### src/rtl/seven_segment_scanner.sv
// Four-digit multiplexed seven-segment scanner: one digit per prescaler slot, a blank gap at
// the start of every slot, and digit inputs captured once per frame so a frame never tears.
module seven_segment_scanner #(
    parameter int REFRESH_DIV  = 25000,
    parameter int BLANK_CYCLES = 500
) (
    input  logic        cmosClock,
    input  logic        reset,
    input  logic [15:0] digitsIn,
    input  logic [3:0]  decimalPointsIn,
    input  logic        blankLeadingZeros,
    output logic [3:0]  sevenSegmentEnable,
    output logic [7:0]  sevenSegmentData,
    output logic        frameStart
);

    localparam int            CW        = $clog2(REFRESH_DIV);
    localparam logic [CW-1:0] SLOT_LAST = CW'(REFRESH_DIV - 1);
    localparam logic [CW-1:0] BLANK_END = CW'(BLANK_CYCLES);

    logic [CW-1:0] count;
    logic [1:0]    digit_index;
    logic [15:0]   shadow_digits;
    logic [3:0]    shadow_points;
    logic          shadow_blank;

    logic          slot_end;
    logic          frame_end;
    logic [3:0]    current_digit;
    logic [3:0]    blank_mask;
    logic [3:0]    next_enable;
    logic [7:0]    next_data;

    function automatic logic [6:0] hex_decode(input logic [3:0] value);
        case (value)
            4'h0:    hex_decode = 7'h3F;
            4'h1:    hex_decode = 7'h06;
            4'h2:    hex_decode = 7'h5B;
            4'h3:    hex_decode = 7'h4F;
            4'h4:    hex_decode = 7'h66;
            4'h5:    hex_decode = 7'h6D;
            4'h6:    hex_decode = 7'h7D;
            4'h7:    hex_decode = 7'h07;
            4'h8:    hex_decode = 7'h7F;
            4'h9:    hex_decode = 7'h6F;
            4'hA:    hex_decode = 7'h77;
            4'hB:    hex_decode = 7'h7C;
            4'hC:    hex_decode = 7'h39;
            4'hD:    hex_decode = 7'h5E;
            4'hE:    hex_decode = 7'h79;
            default: hex_decode = 7'h71;
        endcase
    endfunction

    assign slot_end      = (count == SLOT_LAST);
    assign frame_end     = slot_end && (digit_index == 2'd3);
    assign current_digit = shadow_digits[{digit_index, 2'b00} +: 4];

    // A digit is a leading zero only if every digit from it upward is zero with no DP lit;
    // the chain runs top-down so one DP releases all digits beneath it.
    always_comb begin
        blank_mask[3] = shadow_blank && (shadow_digits[15:12] == 4'h0) && !shadow_points[3];
        blank_mask[2] = blank_mask[3] && (shadow_digits[11:8] == 4'h0) && !shadow_points[2];
        blank_mask[1] = blank_mask[2] && (shadow_digits[7:4] == 4'h0) && !shadow_points[1];
        blank_mask[0] = 1'b0;
    end

    always_comb begin
        // NOTE: defaults first so every path assigns both outputs and no latch is inferred.
        next_enable = 4'b1111;
        next_data   = 8'hFF;
        if (count >= BLANK_END && !blank_mask[digit_index]) begin
            next_enable = ~(4'b0001 << digit_index);
            next_data   = ~{shadow_points[digit_index], hex_decode(current_digit)};
        end
    end

    // NOTE: non-blocking assignments so every register samples the pre-edge state together.
    always_ff @(posedge cmosClock) begin
        if (reset) begin
            count              <= '0;
            digit_index        <= 2'd0;
            // NOTE: shadow registers are reset so the first frame shows a defined "0000".
            shadow_digits      <= 16'h0000;
            shadow_points      <= 4'h0;
            shadow_blank       <= 1'b0;
            sevenSegmentEnable <= 4'b1111;
            sevenSegmentData   <= 8'hFF;
            frameStart         <= 1'b0;
        end else begin
            count              <= slot_end ? '0 : count + 1'b1;
            digit_index        <= slot_end ? digit_index + 2'd1 : digit_index;
            sevenSegmentEnable <= next_enable;
            sevenSegmentData   <= next_data;
            frameStart         <= frame_end;
            if (frame_end) begin
                shadow_digits <= digitsIn;
                shadow_points <= decimalPointsIn;
                shadow_blank  <= blankLeadingZeros;
            end
        end
    end

endmodule

### config.mk
export PLATFORM = sky130hd
export DESIGN_NAME = seven_segment_scanner
export DESIGN_NICKNAME = d
export VERILOG_FILES = /design/src/rtl/seven_segment_scanner.sv
export SDC_FILE = /design/constraint.sdc
export NUM_CORES = 1
export LEC_CHECK = 0
export ABC_CLOCK_PERIOD_IN_PS = 5450
export CAP_MARGIN = 10
export CORE_ASPECT_RATIO = 0.75
export CORE_UTILIZATION = 30
export CTS_CLUSTER_SIZE = 8
export DETAILED_ROUTE_END_ITERATION = 7
export DONT_BUFFER_PORTS = 1
export PLACE_DENSITY = 0.47
export SLEW_MARGIN = 20
export SYNTH_ARGS = -nofsm -noshare
export SYNTH_HDL_FRONTEND = slang
export SYNTH_SLANG_ARGS = --single-unit
### constraint.sdc
create_clock -name cmosClock -period 5.45 [get_ports cmosClock]
set_input_delay 1.09 -clock cmosClock [delete_from_list [all_inputs] [get_ports cmosClock]]
set_output_delay 1.09 -clock cmosClock [all_outputs]
set_load 0.005 [all_outputs]
==> reports/qor.csv, run 1 <==
metric,value,unit
status,completed,
# nets final,302,
final worst-path cycle share,0.457,
ant diodes,0,
Congestion Overflow GR,0,
Critical Path Fanout Max,23,
Port Buffer Count,0,
vias in the first global route,1855,
DRC violation count after routing,0,
cells after synthesis,279,
CP arrival,2.70,ns
Fin. Hold Viols,0,
CORE AREA,7950,sq um
post-synth net total,313,
Routed Antenna Nets,0,
clock sinks,51,
Yosys cell types,40,
Total GRT Usage,0.144,
largest area contributor in the netlist,dfxtp_1,
max-cap violation count,0,
mapped cell area,2490,sq um
Leak Pwr,0.000829,uW
most frequent cells after synthesis,"dfxtp_1 (51), nand3_1 (34), o21ai_0 (26)",
Hold Crit Class,reg -> reg,
setup_tns,0,ns
area grow syn2layout,5.43,%
Slew HR,0.288,
syn avg cell area,8.92,sq um
die height,80.9,um
full die area,8660,sq um
"Clk pin slew, worst setup/hold paths",0.10,ns
pin count of the biggest net entering global routing,28,
final slew viol count,0,
most used flip-flop cell after synthesis,dfxtp_1,
Post-synth EDFFs,0,
HPWL Detailed,3980,um
drt first pass iters,4,
"top cells by area, synth","dfxtp_1 (41%), nand3_1 (6.8%), ha_1 (5.5%)",
ratio of cells with drive above 1 in the final layout,0.0781,
initial antenna violation count,0,
asr flop ratio synth,0,
Max Freq,401,MHz
Starting DRT DRC Count,92,
#FFs+latches synth,51,
"Req. time, crit path",5.65,ns
CTS Buffer Depth,2,
cts hold-fix bufs,0,
"count leader, synth",dfxtp_1,
crit path launch,digit_index[0],
vias per inst,5.10,
global placement routability congestion,0.751,
root buffer cell,clkbuf_8,
Synth warnings,0,
r2r worst-path depth,4,
RSZ-0062 raised after global routing,false,
Reg-to-Reg End,shadow_digits[6],
number of cells on the worst hold path,2,
clk_lat worst skew,0.31,ns
worst slew pin tran,1.06,ns
Layout Utilization,0.330,
Initial Utilization,0.313,
worst clock skew,0.0150,ns
top-level I/O count,36,
CTS tree,yes,
r2r setup slk,2.96,ns
Worst VDD drop,0.0000801,V
Startpoint Class,flip-flop,
Setup CP Type,reg -> reg,
postcts setup bufs,0,
hold wc startpoint,shadow_digits[0],
Hold EP,shadow_digits[0],
die width,107,um
post-layout min period,2.49,ns
sequential-to-total area share from yosys stat,0.410,
via count,1909,
Routed wire per std cell,15.2,um
final setup vio count,0,
Cell Rows,28,
RR Startpoint,digit_index[0],
cells resized by post-CTS repair,0,
first-pass GRT wire length,9690,um
H-tree depth,2,
Setup crit end kind,flip-flop,
power density over the cells,236,nW/um^2
final WL,5670,um
Synth top area share,0.410,
total CTS buffers,5,
## power breakdown
part / internal, uW / switching [uW]
clock network: 104 / 131
registers: 374 / 2.38
logic: 2.60 / 5.10
## cell type report
| cell class | count | area, sq um |
|---|---|---|
| Fill cell | 813 | 5330 |
| Multi-Input combinational cell | 196 | 1320 |
| Sequential cell | 51 | 1020 |
| Tap cell | 105 | 131 |
| Clock buffer | 6 | 82.6 |
| Inverter | 13 | 48.8 |
| Clock inverter | 2 | 16.3 |
| Timing Repair Buffer | 1 | 7.51 |
## critical path: stages, from the launching register on
cell	delay, ns
dfxtp_1	0.65
ha_1	0.81
inv_1	0.54
o21ai_0	0.28
a21oi_1	0.09
## logic make-up after synthesis
family	after synthesis	synth area share
compound gates	57	0.122
xor+xnor	14	0.0493
fa+ha+maj	11	0.0553
buf+inv	32	0.0609
flops	51	0.410
mux	12	0.0825
simple gates	102	0.219
## sequential cells by signal, summed over array words and instances, names as in the netlist
| register | flops |
|---|---|
| shadow_digits | 16 |
| sevenSegmentData | 8 |
| shadow_points | 4 |
| sevenSegmentEnable | 4 |
| digit_index | 2 |
| frameStart | 1 |
| shadow_blank | 1 |
| count | 15 |
## layer usage
| metal | wire length [um] | up-vias | global-route usage |
|---|---|---|---|
| li1 | - | 968 | - |
| met2 | 2210 | 44 | 0.199 |
| met1 | 3120 | 892 | 0.214 |
| met4 | 46 | 0 | 0.0370 |
| met5 | 0 | - | 0 |
| met3 | 300 | 5 | 0.0393 |
## placed cells by master (no fill, tap or decap), types with 3 or more instances in the layout
cell,instances
a21oi_1,24
a31oi_1,3
inv_1,13
o21ai_0,26
nor2_1,24
nor3_1,3
nor4_1,4
xnor2_1,10
clkbuf_8,6
mux4_2,4
nand4_1,7
dfxtp_1,51
xor2_1,4
nand3_1,34
nand2_1,8
mux2i_1,4
or3_1,3
ha_1,11
## worst max-delay path by stage
stage,cells after the start,to,slack (ns)
final,4,shadow_digits[6],2.96
after global routing,4,shadow_points[0],2.63
after floorplan,6,sevenSegmentData[3],3.55
after detailed placement,4,shadow_digits[14],2.98
after CTS,4,shadow_digits[5],2.95
after global placement,4,shadow_digits[15],3.08
## per-stage QoR
step	cells	power [uW]	setup WS, ns	area, sq um	hold slack (ns)
floorplan	279	394	3.55	2490	0.442
global placement	366	393	3.08	2520	0.461
detailed placement	366	393	2.98	2520	0.469
CTS	374	631	2.95	2620	0.486
global route	374	647	2.63	2620	0.512
finish	374	620	2.96	2620	0.488
(Power assumes the default switching activity.)
==> inputs of run 2 (changes only) <==
ABC_CLOCK_PERIOD_IN_PS = 2530   (was 5450)
clock period = 2.53 ns   (was 5.45 ns; I/O delays follow)
==> run 2 against run 1 <==
  * Combinational power is 120% higher
  * Worst setup slack worse by 2.5 ns
  * Final area is 1.0% higher
  * Clock-buffer cell count is 1 higher
  * Critical path depth is 1 higher
  * Sequential share of layout area is 0.39 points lower
  * Clock power is 110% higher
  * Largest power group unchanged
  * Hold slack worse by 0.24 ns
  * Cell count is 1.1% higher
  * Global-route usage hardly changed
  * Routed wire length is 0.37% higher
==> reports/qor.csv, run 2 (same netlist as run 1, synthesis figures left out) <==
metric,value,unit,change
status,completed,,
post-layout min period,2.07,ns,-0.421 ns
ant diodes,0,,unchanged
Routed Antenna Nets,0,,unchanged
setup_tns,0,ns,unchanged
CTS tree,yes,,
Routed wire per std cell,15.1,um,-0.69%
pin count of the biggest net entering global routing,28,,unchanged
clk_lat worst skew,0.31,ns,about the same
Port Buffer Count,0,,unchanged
placed insts,370,,+1.1%
Starting DRT DRC Count,74,,-20%
CTS Buffer Depth,2,,unchanged
"most common cell after layout, fill and taps aside",dfxtp_1,,
HPWL Detailed,4070,um,+2.2%
fin cells,378,,+1.1%
max FFs per register,16,,unchanged
fillcell total,840,,+3.3%
final slew viol count,0,,unchanged
cells resized by post-CTS repair,0,,unchanged
ratio of cells with drive above 1 in the final layout,0.0879,,+0.00985
"commonest non-fill, non-tap cells in the layout","dfxtp_1 (51), nand3_1 (34), o21ai_0 (26)",,
RSZ-0062 raised after global routing,false,,
Leak Pwr,0.000851,uW,+2.6%
postcts setup bufs,0,,unchanged
max-cap violation count,0,,unchanged
Critical Path Fanout Max,5,,-78%
root buffer cell,clkbuf_8,,
worst clock skew,0.0150,ns,-0.00000330 ns
top-level I/O count,36,,unchanged
Total GRT Usage,0.143,,about the same
total CTS buffers,5,,unchanged
"Req. time, crit path",2.68,ns,-2.97 ns
fin worst setup slack,0.458,ns,-2.50 ns
# nets final,306,,+1.3%
Cell Rows,28,,unchanged
vias per inst,4.99,,-2.3%
Post-Place Worst Slack,0.452,ns,-2.53 ns
area grow syn2layout,6.49,%,
global placement routability congestion,0.751,,about the same
CORE AREA,7950,sq um,unchanged
Setup crit end kind,flip-flop,,
full die area,8660,sq um,unchanged
Startpoint Class,flip-flop,,
final WL,5690,um,+0.37%
worst slew pin tran,1.00,ns,-0.0586 ns
Congestion Overflow GR,0,,unchanged
final setup vio count,0,,unchanged
cts hold-fix bufs,0,,unchanged
CP arrival,2.22,ns,-0.48 ns
via count,1885,,-1.3%
die height,80.9,um,unchanged
die width,107,um,unchanged
first-pass GRT wire length,9620,um,-0.71%
"Clk pin slew, worst setup/hold paths",0.10,ns,about the same
Fin. Hold Viols,0,,unchanged
Setup CP Type,reg -> reg,,
Hold Crit Class,in -> reg,,
clock sinks,51,,unchanged
DRC violation count after routing,0,,unchanged
"Most flops, register",shadow_digits,,
initial antenna violation count,0,,unchanged
Slew HR,0.327,,+0.0393
Worst VDD drop,0.000204,V,+150%
drt first pass iters,4,,unchanged
power density over the cells,503,nW/um^2,+110%
vias in the first global route,1797,,-3.1%
Max Freq,483,MHz,+20%
Initial Utilization,0.313,,unchanged
largest registers,"shadow_digits: 16 flops, count: 15 flops, sevenSegmentData: 8 flops",,
final worst-path cycle share,0.819,,+0.362
H-tree depth,2,,unchanged
[run 2: cell types whose count changed in the layout (fill, tap and decap cells not counted)]
cell / previous run / this run
clkbuf_1: 0 / 1
buf_4: 1 / 5
clkinvlp_4: 1 / 0
[run 2: worst max-delay path: stages, from the launching register on]
cell and delay, ns:
dfxtp_1 0.46, mux4_1 0.69, ha_1 0.27, mux2_2 0.27
mux2i_1 0.14, nand3_1 0.09
[run 2: report_power, final]
part	internal [uW]	switching, uW
Combinational	5.60	11.0
Sequential	806	5.24
Clock	225	278
Total	1040	295
[run 2: final cells by class]
type                    instances  area, sq um  share of cell area
multi-input cells             196         1320               0.496
repair buffers                  5         37.5              0.0142
clock inverters                 1         8.76             0.00331
clock buffers                   7         86.3              0.0326
inverters                      13         48.8              0.0184
flip-flops and latches         51         1020               0.385
well taps                     105          131              0.0496
[run 2: path summary, 6_finish.rpt]
path | to | depth (start not counted) | start | slack, ns
worst min register to register | shadow_points[0] | 2 | shadow_points[0] | 0.48
worst min-delay path | shadow_digits[0] | 1 | reset | 0.25
worst max-delay path | sevenSegmentData[3] | 5 | digit_index[0] | 0.46
worst max register to register | sevenSegmentData[3] | 5 | digit_index[0] | 0.46
[run 2: through the flow]
step           total power, uW  cell area (sq um)  utilization  hold slack, ns
2_1_floorplan              849               2490            -           0.442
3_3_place_gp               847               2550        0.321           0.461
3_5_place_dp               847               2550        0.321           0.470
4_1_cts                   1350               2650        0.333           0.244
5_1_grt                   1390               2650        0.333           0.234
6_report                  1330               2650        0.333           0.250
[run 2: metal layers]
metal  GRT usage  share of wire  vias up
met4      0.0288         0.0039        0
li1            -              -      972
met3      0.0337          0.048        4
met1       0.219           0.57      866
met5           0              0        -
met2       0.202           0.38       43
==> inputs of run 3 (changes only) <==
ABC_CLOCK_PERIOD_IN_PS = 2100   (was 2530)
clock period = 2.1 ns   (was 2.53 ns; I/O delays follow)
==> run 3 against run 2 <==
  * Fmax up 4.0%
  * Clock skew down 0.0064 ns
  * Clock-buffer cell count unchanged
  * Clock power is 29% higher
  * Hold slack got worse by 0.086 ns
  * Sequential share of layout area shrank 1.2 points
  * Die area unchanged
  * Final area increased by 3.4%
  * Non-clock buffer count is 9 higher
  * Via count grew 5.3%
  * Critical endpoint unchanged
  * Largest cell class unchanged
==> reports/qor.csv, run 3 (same netlist as run 1, synthesis figures left out) <==
metric,value,unit,change
status,completed,,
final setup vio count,0,,unchanged
"Req. time, crit path",2.27,ns,-0.41 ns
global-route track usage on met1,0.229,,+0.00987
"Most flops, register",shadow_digits,,
"commonest non-fill, non-tap cells in the layout","dfxtp_1 (50), nand3_1 (34), o21ai_0 (26)",,
vias in the first global route,1767,,-1.7%
Final Power,1650,uW,+24%
Total GRT Usage,0.148,,+0.00473
Leak Pwr,0.000901,uW,+5.9%
global placement routability congestion,0.780,,+3.9%
CTS Buffer Depth,2,,unchanged
Worst VDD drop,0.000282,V,+38%
initial antenna violation count,0,,unchanged
# nets final,315,,+2.9%
total CTS buffers,5,,unchanged
Routed wire per std cell,15.6,um,+3.8%
root buffer cell,clkbuf_8,,
RSZ-0062 raised after global routing,false,,
H-tree depth,2,,unchanged
Max Freq,502,MHz,+4.0%
HPWL Detailed,4240,um,+4.2%
post-layout min period,1.99,ns,-0.0799 ns
ratio of cells with drive above 1 in the final layout,0.131,,+0.0433
clk_lat worst skew,0.31,ns,about the same
Congestion Overflow GR,0,,unchanged
vias per inst,5.13,,+2.9%
largest registers,"shadow_digits: 16 flops, count: 15 flops, sevenSegmentData: 8 flops",,
CORE AREA,7950,sq um,unchanged
hold wc startpoint,reset,,
fillcell total,839,,-0.12%
final worst-path cycle share,0.949,,+0.130
Setup crit end kind,flip-flop,,
ant diodes,0,,unchanged
"most common cell after layout, fill and taps aside",dfxtp_1,,
max FFs per register,16,,unchanged
worst slew pin tran,0.654,ns,-0.350 ns
Startpoint Class,flip-flop,,
top-level I/O count,36,,unchanged
first-pass GRT wire length,9690,um,+0.79%
final WL,6050,um,+6.2%
DRC violation count after routing,0,,unchanged
CP arrival,2.16,ns,-0.06 ns
area grow syn2layout,10.1,%,
final slew viol count,0,,unchanged
fin worst setup slack,0.108,ns,-0.350 ns
max-cap violation count,0,,unchanged
Fin Hold WS,0.164,ns,-0.0857 ns
met3 Usage GRT,0.0393,,+0.00562
cts hold-fix bufs,0,,unchanged
via count,1985,,+5.3%
Layout Utilization,0.344,,+0.0113
Setup CP Type,reg -> reg,,
met2 GRT Util,0.197,,-0.00452
Critical Path Fanout Max,5,,unchanged
Cell Rows,28,,unchanged
Slew HR,0.562,,+0.235
die height,80.9,um,unchanged
crit path launch,digit_index[0],,
GRT busiest layer,met1,,
Initial Utilization,0.313,,unchanged
die width,107,um,unchanged
Fin. Hold Viols,0,,unchanged
RR Startpoint,digit_index[0],,
Port Buffer Count,0,,unchanged
CTS tree,yes,,
Routed Antenna Nets,0,,unchanged
power density over the cells,603,nW/um^2,+20%
Post-Place Worst Slack,-0.00774,ns,-0.459 ns
Starting DRT DRC Count,100,,+35%
"Clk pin slew, worst setup/hold paths",0.10,ns,about the same
Hold Crit Class,in -> reg,,
pin count of the biggest net entering global routing,28,,unchanged
clock sinks,51,,unchanged
DP Area,2610,sq um,+2.4%
Final Cell Area,2740,sq um,+3.4%
full die area,8660,sq um,unchanged
worst clock skew,0.00867,ns,-0.00635 ns
drt first pass iters,4,,unchanged
==> run 3: area by class of cell <==
cell class	count	area, sq um	share of cell area
multi-input cells	196	1330	0.485
flip-flops and latches	51	1020	0.373
clock inverters	1	7.51	0.00274
repair buffers	14	105	0.0384
well taps	105	131	0.0480
clock buffers	7	96.3	0.0352
inverters	13	48.8	0.0178
==> run 3: critical path: stages (launching register included) <==
cell and delay, ns:
dfxtp_2 0.39, mux4_2 0.55, buf_4 0.18, ha_1 0.21, mux2_2 0.26, mux2i_1 0.16, nand3_1 0.09
==> run 3: where the power goes <==
| group | total (uW) | internal, uW | switching [uW] |
|---|---|---|---|
| Combinational | 26.5 | 9.93 | 16.6 |
| Clock | 650 | 301 | 350 |
| Sequential | 976 | 971 | 4.36 |
==> run 3: timing repair <==
action / CTS / global route
setup endpoints to repair: 2 / 2
resized for setup: 1 / 1
buffers inserted: 0 / 1
==> run 3: final timing paths <==
path	endpoint	slack (ns)	cells after the start
worst max-delay path	sevenSegmentData[3]	0.11	6
worst min-delay path	shadow_points[2]	0.16	1
worst max register to register	sevenSegmentData[3]	0.11	6
worst min register to register	shadow_blank	0.49	2
==> run 3: stage by stage <==
step / TNS, ns / cells
floorplan: 0 / 279
global placement: 0 / 378
detailed placement: -0.00774 / 378
CTS: 0 / 386
global route: 0 / 387
finish: 0 / 387
==> run 3: per-layer routing <==
| metal | up-vias | wire [um] |
|---|---|---|
| met1 | 930 | 3330 |
| met5 | - | 0 |
| met4 | 0 | 31 |
| met3 | 2 | 305 |
| li1 | 998 | - |
| met2 | 55 | 2390 |
